[src/rtl/i2c_pkg.sv]
`default_nettype none
// ============================================================================
//  Module      : i2c_pkg
//  Description : Shared constants and state encoding for the I2C target.
//  Revision    : 1.0 - initial release
// ============================================================================
package i2c_pkg;

    localparam int I2C_ADDR_WIDTH = 7;
    localparam int I2C_DATA_WIDTH = 8;

    typedef enum logic [2:0] {
        IDLE      = 3'd0,
        ADDR      = 3'd1,
        ADDR_ACK  = 3'd2,
        RX_DATA   = 3'd3,
        RX_ACK    = 3'd4,
        TX_DATA   = 3'd5,
        TX_ACK    = 3'd6,
        WAIT_STOP = 3'd7
    } i2c_tgt_state_e;

endpackage
`default_nettype wire

[src/rtl/i2c_line_sync.sv]
`default_nettype none
// ============================================================================
//  Module      : i2c_line_sync
//  Description : Synchronizes SCL/SDA into clk and derives SCL edge strobes
//                plus START/STOP detection from the synchronized lines.
//  Revision    : 1.0 - initial release
// ============================================================================
module i2c_line_sync #(
    parameter int SYNC_STAGES = 2
) (
    input  logic clk,
    input  logic reset,
    input  logic scl_in,
    input  logic sda_in,
    output logic s_scl,
    output logic s_sda,
    output logic scl_rise,
    output logic scl_fall,
    output logic start_det,
    output logic stop_det
);

    logic [SYNC_STAGES-1:0] r_scl_sync;
    logic [SYNC_STAGES-1:0] r_sda_sync;
    logic                   r_scl_prev;
    logic                   r_sda_prev;

    // Synchronizer chains, preset high so reset looks like an idle bus
    always_ff @(posedge clk) begin
        if (reset) begin
            r_scl_sync <= '1;
            r_sda_sync <= '1;
            r_scl_prev <= 1'b1;
            r_sda_prev <= 1'b1;
        end else begin
            r_scl_sync <= {r_scl_sync[SYNC_STAGES-2:0], scl_in};
            r_sda_sync <= {r_sda_sync[SYNC_STAGES-2:0], sda_in};
            r_scl_prev <= r_scl_sync[SYNC_STAGES-1];
            r_sda_prev <= r_sda_sync[SYNC_STAGES-1];
        end
    end

    assign s_scl = r_scl_sync[SYNC_STAGES-1];
    assign s_sda = r_sda_sync[SYNC_STAGES-1];

    assign scl_rise = s_scl & ~r_scl_prev;
    assign scl_fall = ~s_scl & r_scl_prev;

    // SCL must be high in both samples, so a simultaneous SCL edge is data
    assign start_det = r_scl_prev & s_scl & r_sda_prev & ~s_sda;
    assign stop_det  = r_scl_prev & s_scl & ~r_sda_prev & s_sda;

endmodule
`default_nettype wire

[src/rtl/i2c_target_1byte.sv]
`default_nettype none
// ============================================================================
//  Module      : i2c_target_1byte
//  Description : Single-byte I2C target. Matches a 7-bit address, then either
//                receives one byte (rx_valid) or returns one byte (tx_req).
//                SDA is open-drain: sda_oe=1 pulls the line low.
//  Revision    : 1.0 - initial release
// ============================================================================
module i2c_target_1byte
    import i2c_pkg::*;
#(
    parameter int ADDR_WIDTH  = I2C_ADDR_WIDTH,
    parameter int DATA_WIDTH  = I2C_DATA_WIDTH,
    parameter int SYNC_STAGES = 2
) (
    input  logic                  clk,
    input  logic                  reset,
    input  logic                  scl_in,
    input  logic                  sda_in,
    output logic                  sda_oe,
    input  logic [ADDR_WIDTH-1:0] own_addr,
    output logic [DATA_WIDTH-1:0] rx_data,
    output logic                  rx_valid,
    output logic                  tx_req,
    input  logic [DATA_WIDTH-1:0] tx_data,
    output logic                  busy
);

    localparam int                c_CNT_W    = $clog2(DATA_WIDTH);
    localparam logic [c_CNT_W-1:0] c_LAST_BIT = c_CNT_W'(DATA_WIDTH - 1);

    logic w_s_scl;
    logic w_s_sda;
    logic w_scl_rise_raw;
    logic w_scl_fall_raw;
    logic w_start_det;
    logic w_stop_det;

    i2c_line_sync #(
        .SYNC_STAGES (SYNC_STAGES)
    ) u_line_sync (
        .clk       (clk),
        .reset     (reset),
        .scl_in    (scl_in),
        .sda_in    (sda_in),
        .s_scl     (w_s_scl),
        .s_sda     (w_s_sda),
        .scl_rise  (w_scl_rise_raw),
        .scl_fall  (w_scl_fall_raw),
        .start_det (w_start_det),
        .stop_det  (w_stop_det)
    );

    // Edge strobes qualified by the settled SCL level
    logic w_rise;
    logic w_fall;
    assign w_rise = w_scl_rise_raw & w_s_scl;
    assign w_fall = w_scl_fall_raw & ~w_s_scl;

    i2c_tgt_state_e          r_state, w_state_nx;
    logic [DATA_WIDTH-1:0]   r_sh, w_sh_nx;
    logic [c_CNT_W-1:0]      r_cnt, w_cnt_nx;
    logic                    r_phase, w_phase_nx;   // 1 = ACK bit is being driven
    logic                    r_rw, w_rw_nx;
    logic                    r_sda_oe, w_sda_oe_nx;
    logic [DATA_WIDTH-1:0]   r_rx_data, w_rx_data_nx;
    logic                    r_rx_valid, w_rx_valid_nx;
    logic                    r_tx_req, w_tx_req_nx;
    logic                    r_busy;
    logic [DATA_WIDTH-1:0]   w_shift_in;

    assign w_shift_in = {r_sh[DATA_WIDTH-2:0], w_s_sda};

    // State and datapath registers; reset releases SDA on the sampling edge
    always_ff @(posedge clk) begin
        if (reset) begin
            r_state    <= IDLE;
            r_sh       <= '0;
            r_cnt      <= '0;
            r_phase    <= 1'b0;
            r_rw       <= 1'b0;
            r_sda_oe   <= 1'b0;
            r_rx_data  <= '0;
            r_rx_valid <= 1'b0;
            r_tx_req   <= 1'b0;
            r_busy     <= 1'b0;
        end else begin
            r_state    <= w_state_nx;
            r_sh       <= w_sh_nx;
            r_cnt      <= w_cnt_nx;
            r_phase    <= w_phase_nx;
            r_rw       <= w_rw_nx;
            r_sda_oe   <= w_sda_oe_nx;
            r_rx_data  <= w_rx_data_nx;
            r_rx_valid <= w_rx_valid_nx;
            r_tx_req   <= w_tx_req_nx;
            r_busy     <= (w_state_nx != IDLE);
        end
    end

    // Next-state and output logic; START/STOP override every state
    always_comb begin
        w_state_nx    = r_state;
        w_sh_nx       = r_sh;
        w_cnt_nx      = r_cnt;
        w_phase_nx    = r_phase;
        w_rw_nx       = r_rw;
        w_sda_oe_nx   = r_sda_oe;
        w_rx_data_nx  = r_rx_data;
        w_rx_valid_nx = 1'b0;
        w_tx_req_nx   = 1'b0;

        if (w_start_det) begin
            w_state_nx  = ADDR;
            w_cnt_nx    = '0;
            w_phase_nx  = 1'b0;
            w_sda_oe_nx = 1'b0;
        end else if (w_stop_det) begin
            w_state_nx  = IDLE;
            w_cnt_nx    = '0;
            w_phase_nx  = 1'b0;
            w_sda_oe_nx = 1'b0;
        end else begin
            case (r_state)
                IDLE: begin
                    w_sda_oe_nx = 1'b0;
                end
                ADDR: begin
                    if (w_rise) begin
                        w_sh_nx  = w_shift_in;
                        w_cnt_nx = r_cnt + 1'b1;
                        if (r_cnt == c_LAST_BIT) begin
                            if (w_shift_in[ADDR_WIDTH:1] == own_addr) begin
                                w_state_nx  = ADDR_ACK;
                                w_rw_nx     = w_shift_in[0];
                                w_tx_req_nx = w_shift_in[0];
                                w_phase_nx  = 1'b0;
                            end else begin
                                w_state_nx = WAIT_STOP;
                            end
                        end
                    end
                end
                ADDR_ACK: begin
                    if (w_fall) begin
                        if (!r_phase) begin
                            w_sda_oe_nx = 1'b1;
                            w_phase_nx  = 1'b1;
                        end else begin
                            w_phase_nx = 1'b0;
                            w_cnt_nx   = '0;
                            if (r_rw) begin
                                // Byte is latched here, so later tx_data changes are harmless
                                w_sh_nx     = tx_data;
                                w_sda_oe_nx = ~tx_data[DATA_WIDTH-1];
                                w_state_nx  = TX_DATA;
                            end else begin
                                w_sda_oe_nx = 1'b0;
                                w_state_nx  = RX_DATA;
                            end
                        end
                    end
                end
                RX_DATA: begin
                    if (w_rise) begin
                        w_sh_nx  = w_shift_in;
                        w_cnt_nx = r_cnt + 1'b1;
                        if (r_cnt == c_LAST_BIT) begin
                            w_rx_data_nx  = w_shift_in;
                            w_rx_valid_nx = 1'b1;
                            w_phase_nx    = 1'b0;
                            w_state_nx    = RX_ACK;
                        end
                    end
                end
                RX_ACK: begin
                    if (w_fall) begin
                        if (!r_phase) begin
                            w_sda_oe_nx = 1'b1;
                            w_phase_nx  = 1'b1;
                        end else begin
                            w_sda_oe_nx = 1'b0;
                            w_phase_nx  = 1'b0;
                            w_state_nx  = WAIT_STOP;
                        end
                    end
                end
                TX_DATA: begin
                    // Counter tracks bits already sampled by the controller
                    if (w_rise) begin
                        w_cnt_nx = r_cnt + 1'b1;
                    end else if (w_fall) begin
                        if (r_cnt == '0) begin
                            w_sda_oe_nx = 1'b0;
                            w_state_nx  = TX_ACK;
                        end else begin
                            w_sh_nx     = {r_sh[DATA_WIDTH-2:0], 1'b0};
                            w_sda_oe_nx = ~r_sh[DATA_WIDTH-2];
                        end
                    end
                end
                TX_ACK: begin
                    // Controller ACK/NACK carries no meaning for a single byte
                    if (w_rise) begin
                        w_state_nx = WAIT_STOP;
                    end
                end
                WAIT_STOP: begin
                    w_sda_oe_nx = 1'b0;
                end
                default: begin
                    w_state_nx  = IDLE;
                    w_sda_oe_nx = 1'b0;
                end
            endcase
        end
    end

    assign sda_oe   = r_sda_oe;
    assign rx_data  = r_rx_data;
    assign rx_valid = r_rx_valid;
    assign tx_req   = r_tx_req;
    assign busy     = r_busy;

endmodule
`default_nettype wire

[config.mk]
export PLATFORM = sky130hd
export DESIGN_NAME = i2c_target_1byte
export DESIGN_NICKNAME = d
export VERILOG_FILES = /design/src/rtl/i2c_pkg.sv /design/src/rtl/i2c_line_sync.sv /design/src/rtl/i2c_target_1byte.sv
export SDC_FILE = /design/constraint.sdc
export NUM_CORES = 1
export LEC_CHECK = 0
export ABC_AREA = 0
export CAP_MARGIN = 10
export CORE_MARGIN = 3
export CORE_UTILIZATION = 50
export CTS_BUF_LIST = sky130_fd_sc_hd__clkbuf_16
export CTS_CLUSTER_DIAMETER = 50
export DETAILED_ROUTE_END_ITERATION = 16
export GPL_TIMING_DRIVEN = 0
export PLACE_DENSITY = 0.77
export SKIP_CTS_REPAIR_TIMING = 1
export SLEW_MARGIN = 20
export SYNTH_ARGS = -nofsm -noshare
export SYNTH_HDL_FRONTEND = slang
export SYNTH_SLANG_ARGS = --single-unit
[constraint.sdc]
create_clock -name clk -period 1.79 [get_ports clk]
set_input_delay 0.179 -clock clk [delete_from_list [all_inputs] [get_ports clk]]
set_output_delay 0.179 -clock clk [all_outputs]
set_load 0.05 [all_outputs]
; Word level (Yosys, flattened, before mapping)
; Cells that the tools add are included.
[word_totals]
reg_bits = 33
wordCells = 126
[classes]
n_addsub = 1
n_eq_ne = 24
mux = 45
n_bitwise = 22
reduce_logical = 20
[ops]
columns = operator, count
row1 = 3-bit 2-to-1 mux, 19
row2 = 7-bit 2-to-1 mux, 7
row3 = "2-bit != test, second input constant", 12
row4 = 7-bit one-hot mux with 3 select lines, 1
row5 = 3-bit one-hot mux with 6 select lines, 1
row6 = "3-bit equality test, second input constant", 5
row7 = 1-bit 2-to-1 mux, 14
row8 = 1-bit NOT, 13
row9 = 10-bit AND reduction, 1
row10 = 5-bit AND reduction, 2
row11 = 1-bit bitwise AND, 9
row12 = 3-bit nonzero test, 3
row13 = 7-bit equality test, 1
row14 = 7-bit AND reduction, 1
row15 = 7-bit OR reduction, 1
row16 = "3-bit by 2-bit equality test with 1-bit output, second input constant", 2
row17 = 3-bit zero test, 2
row18 = "2-bit by 1-bit != test with 1-bit output, second input constant", 3
row19 = 3-bit one-hot mux with 2 select lines, 1
row20 = 6-bit AND reduction, 1
row21 = 2-bit OR reduction, 3
row22 = 3-bit OR reduction, 2
row23 = 5-bit OR reduction, 1
row24 = 1-bit one-hot mux with 4 select lines, 1
row25 = 6 further kinds, 6

; Logic depth before layout (Yosys ltp)
[depth]
depth_word = 9
depth_mapped = 7
depth_no_buf = 6

; Modules after synthesis
; From an unflattened synthesis, not the netlist that was laid out.
[unflattened]
hier_cells = 197
area_unflattened_um2 = 1750.4
[modules_own_cells]
columns = mod, n_inst, cells_per_inst, area_each_um2, seq_area_each_um2
row1 = i2c_target_1byte, 1, 181, 1560.2, 540.5
row2 = i2c_line_sync, 1, 16, 190.2, 120.1

; Worst setup path before layout
; No wires, ideal clock.
[synth_timing]
kind = reg2reg
start = register r_cnt[0]
end = register r_state[2]
setup_ps = 125
arrival_time_ps = 1518
required_time_ps = 1665
setup_slack_ps = 147
path_stages_with_launch = 7
path_buffers = 1
cell_sequence = dfxtp_1 -> ha_1 -> ha_1 -> and4bb_4 -> and3_1 -> buf_6 -> o41a_1
[synth_between]
elab_chain_len = 7
elab_cells_between_ends = 12
[synth_rtl]
columns = item, line_no
row1 = start: declaration, i2c_target_1byte.sv:62  ; logic [c_CNT_W-1:0] r_cnt, w_cnt_nx;
row2 = start signal: assignment, i2c_target_1byte.sv:90  ; r_cnt <= w_cnt_nx;
row3 = 3-bit zero test, i2c_target_1byte.sv:193  ; if (r_cnt == '0) begin
row4 = 3-bit 2-to-1 mux, i2c_target_1byte.sv:193
row5 = 3-bit 2-to-1 mux, i2c_target_1byte.sv:192  ; end else if (w_fall) begin
row6 = 3-bit 2-to-1 mux, i2c_target_1byte.sv:190  ; if (w_rise) begin
row7 = 3-bit one-hot mux with 6 select lines (*), i2c_target_1byte.sv:124  ; case (r_state)
row8 = 3-bit 2-to-1 mux (*), i2c_target_1byte.sv:118  ; end else if (w_stop_det) begin
row9 = 3-bit 2-to-1 mux (*), i2c_target_1byte.sv:113  ; if (w_start_det) begin
row10 = end signal: assignment, i2c_target_1byte.sv:88  ; r_state <= w_state_nx;
row11 = end: declaration, i2c_target_1byte.sv:60  ; i2c_tgt_state_e r_state, w_state_nx;
; Every way passes the cells marked *; elsewhere a longest branch is shown, timed or not.
; A chain may end at the register's enable or synchronous reset.

; Final worst setup path
[layout_timing]
start = register r_state[0]
end = register r_sh[5]
[layout_between]
elab_chain_len = 4
elab_cells_between_ends = 15
[layout_rtl]
columns = item, line_no
row1 = 3-bit by 2-bit equality test with 1-bit output / 3-bit by 1-bit equality test with 1-bit output (equally long branches), i2c_target_1byte.sv:124
row2 = 2-bit OR reduction (no source line), n/a
row3 = 2-bit by 1-bit != test with 1-bit output (no source line) / 3-bit nonzero test (equally long branches), n/a
row4 = 10-bit AND reduction (no source line), n/a
row5 = end signal: assignment, i2c_target_1byte.sv:89  ; r_sh <= w_sh_nx;
row6 = end: declaration, i2c_target_1byte.sv:61  ; logic [DATA_WIDTH-1:0] r_sh, w_sh_nx;
; Parallel ways exist; a longest one is shown, timed or not.

==> results.json <==
{
  "powerDensity_mw_per_mm2": 857,
  "htreeDepth": 2,
  "synth_edf_count": 0,
  "grt_pass1_wl_um": 7340,
  "r2r-end": "r_sh[5]",
  "cts_buffers": 5,
  "dieArea_mm2": 0.00435,
  "cts_buffer_depth": 2,
  "layout.nets": 255,
  "pwr-share-comb_pct": 13.4,
  "crit_fanout": 10,
  "worstPathArrival_ns": 1.90,
  "synth_compound_area_share_pct": 13.3,
  "grt_remaining_overflow": 0,
  "muxShareOfSynthArea_pct": 13.2,
  "synth_xor_area_share_pct": 4.88,
  "max_slew_margin_pct": 61.9,
  "drtIter0Drc": 156,
  "finalCritPeriodShare_pct": 96.6,
  "antenna_found_initial": 0,
  "wl_per_cell_um": 15.3,
  "p_sw_share_pct": 23.7,
  "diodes": 0,
  "hold_depth": 1,
  "cts_tree": "built",
  "syn_area_per_cell_um2": 9.26,
  "power_switching_uw": 477,
  "start_kind": "flip-flop",
  "clkLatencyLatePin_ns": 0.28,
  "clockPowerShare_pct": 49.0,
  "clock-sinks": 33,
  "area_delta_synth_final_pct": 30.9,
  "hold_viol": 0,
  "min_path_type": "reg -> reg",
  "fin_skew_ns": 0.00424,
  "start_util_pct": 53.0,
  "fp.dieW_um": 65.9,
  "cts_root_buf": "clkbuf_16",
  "drt-total-wl_um": 4290,
  "syn_area_mm2": 0.00180,
  "die_h_um": 65.9,
  "core_area_mm2": 0.00339,
  "portBuffers": 30,
  "dr.pass1.iters": 4,
  "crit_type": "reg -> reg",
  "endpoint_kind": "flip-flop",
  "power.total_mw": 2.01,
  "rrSetupSlack_ns": 0.06,
  "clk_pin_slew_ns": 0.06,
  "gp_congestion": 0.914,
  "fp-row-count": 21,
  "grt_pass1_vias": 1552,
  "drc_errors": 0,
  "power_frac_seq_pct": 37.6,
  "synthAdderAreaFrac_pct": 2.09,
  "status": "completed",
  "num_io_pins": 31,
  "vias": 1538,
  "ff2ff_path_depth": 6,
  "viasPerCell": 5.49,
  "dp_hpwl_um": 3160,
  "ir_drop_uv": 621,
  "antenna_left": 0,
  "setup_viol_count_final": 0,
  "final_cells": 280,
  "period_needed_ns": 1.73,
  "cp.required_ns": 1.96,
  "grt_util_all_layers_pct": 22.7,
  "r2r-start": "r_state[0]",
  "cap_violations": 0,
  "synth-main-ff-cell": "dfxtp_1",
  "ys_async_sr_fraction_pct": 0,
  "fmax_mhz": 578,
  "layout-drive-gt1-share_pct": 18.4,
  "synth_top_family_by_area": "simple AND/OR/NAND/NOR gates",
  "tightest_slew_ns": 0.569,
  "internal_power_mw": 1.54,
  "p_leak_nw": 0.887,
  "grt_max_degree": 13,
  "synth.distinct_cells": 49,
  "synth.net_count": 216,
  "slew_violations": 0,
  "yosys_warnings": 0,
  "yosys.area_share.simple_pct": 24.3,
  "yosysSeqAreaShare_pct": 36.8,
  "min_to": "u_line_sync.r_sda_sync[1]",
  "seqCellArea_um2": 661,
  "dp_cells": 270,
  "synth-seq-cells": 33,
  "multi_input_area_mm2": 0.00105,
  "min-delay-start": "u_line_sync.r_sda_sync[0]",
  "fillers": 256,
  "synthCells": 194
}
==> layout by cell type (no fill, tap or decap), types with 3 or more instances in the layout <==
cell type,count
mux2i_1,17
o22ai_1,3
mux2_2,6
nand2_1,8
ha_1,3
nor2b_1,9
clkbuf_16,5
buf_4,4
buf_2,7
xnor2_1,8
clkdlybuf4s50_1,30
nor2_1,19
nand3_1,6
nand2b_1,5
a21oi_1,7
clkbuf_1,3
dfxtp_1,33
nor3b_1,3
or2_2,7
inv_1,4
o21a_1,3
==> state kept, by name, indices dropped and copies added, names as in the netlist, 2 cells and up <==
| name | flops |
|---|---|
| rx_data | 8 |
| r_sh | 7 |
| r_cnt | 3 |
| r_state | 3 |
| u_line_sync.r_scl_sync | 2 |
| u_line_sync.r_sda_sync | 2 |
==> synth_stat cells (2+ instances only) <==
cell type  number  share of area [%]
dfxtp_1        33                 37
nand2_1         8                1.7
mux2_2          6                3.8
clkbuf_1        3               0.63
ha_1            3                2.1
o22ai_1         3                1.0
buf_6           2                1.3
nand3_1         6                1.7
a31oi_1         2               0.70
nor3b_1         3                1.3
o21ai_0         2               0.56
and3_1          3                1.0
o31a_1          2               0.98
buf_2           8                2.2
mux2i_1        17                9.5
and2_1          2               0.70
a21oi_1         7                2.0
nor3_1          2               0.56
nand2b_1        5                1.7
xnor2_1         8                3.9
o21a_1          3                1.3
inv_1           4               0.84
nand4_1         2               0.70
nor2_1         19                4.0
xor2_1          2               0.98
nor2b_1        10                3.5
or2_2           7                2.4
==> through the flow <==
| stage | TNS, ns | worst slack, ns | hold WS (ns) | cell area, um2 | util [%] |
|---|---|---|---|---|---|
| detailed placement | -0.0282 | -0.0282 | 0.396 | 2150 | 63.5 |
| floorplan | 0 | 0.147 | 0.283 | 1800 | - |
| CTS | 0 | 0.0449 | 0.409 | 2320 | 68.6 |
| global route | -0.0394 | -0.0333 | 0.415 | 2350 | 69.3 |
| finish | 0 | 0.0610 | 0.408 | 2350 | 69.3 |
| global placement | 0 | 0.0164 | 0.392 | 2150 | 63.5 |
==> power by group through the flow <==
stage	Sequential (mW)	Combinational, mW	Clock, mW
final	0.756	0.270	0.986
after global routing	0.757	0.296	1.04
after CTS	0.756	0.264	1.00
after detailed placement	0.772	0.264	0
after global placement	0.772	0.257	0
after floorplan	0.786	0.161	0
==> per-layer routing <==
layer	track usage, %	vias to the layer above	routed length [um]
met5	0	-	0
met4	8.81	0	60
met3	6.12	4	241
met2	38.8	47	2190
met1	26.8	727	1790
li1	-	760	-
==> worst max path at each step <==
stage	start	endpoint	slack [ns]	cells past startpoint
6_report	r_state[0]	r_sh[5]	0.06	6
5_1_grt	r_state[0]	r_sh[6]	-0.03	6
4_1_cts	r_cnt[0]	r_state[2]	0.04	6
3_5_place_dp	reset	sda_oe	-0.03	5
3_3_place_gp	reset	sda_oe	0.02	5
2_1_floorplan	r_cnt[0]	r_state[2]	0.15	6
==> area by class of cell <==
cell class / count / share of cell area [%]
multi-input cells: 143 / 44.5
flip-flops and latches: 33 / 28.1
repair buffers: 32 / 13.4
clock buffers: 5 / 5.32
plain buffers: 14 / 3.57
well taps: 46 / 2.45
clock inverters: 3 / 1.97
inverters: 4 / 0.639
==> cells by family (layout without fill, tap and decap cells) <==
group,after synthesis,count (layout)
AO/OA/AOI/OAI,31,31
XOR/XNOR,10,10
adder cells (fa/ha/maj),3,3
buffers and inverters,18,58
flip-flops,33,33
multiplexers,23,23
AND/OR/NAND/NOR,76,76
==> critical path, stage by stage (launching register included) <==
cell	delay, ns
dfxtp_1	0.30
buf_2	0.20
a21boi_0	0.31
buf_4	0.27
mux2i_1	0.20
nor2_1	0.06
mux2_2	0.28
Power figures use the tool's default switching activity.
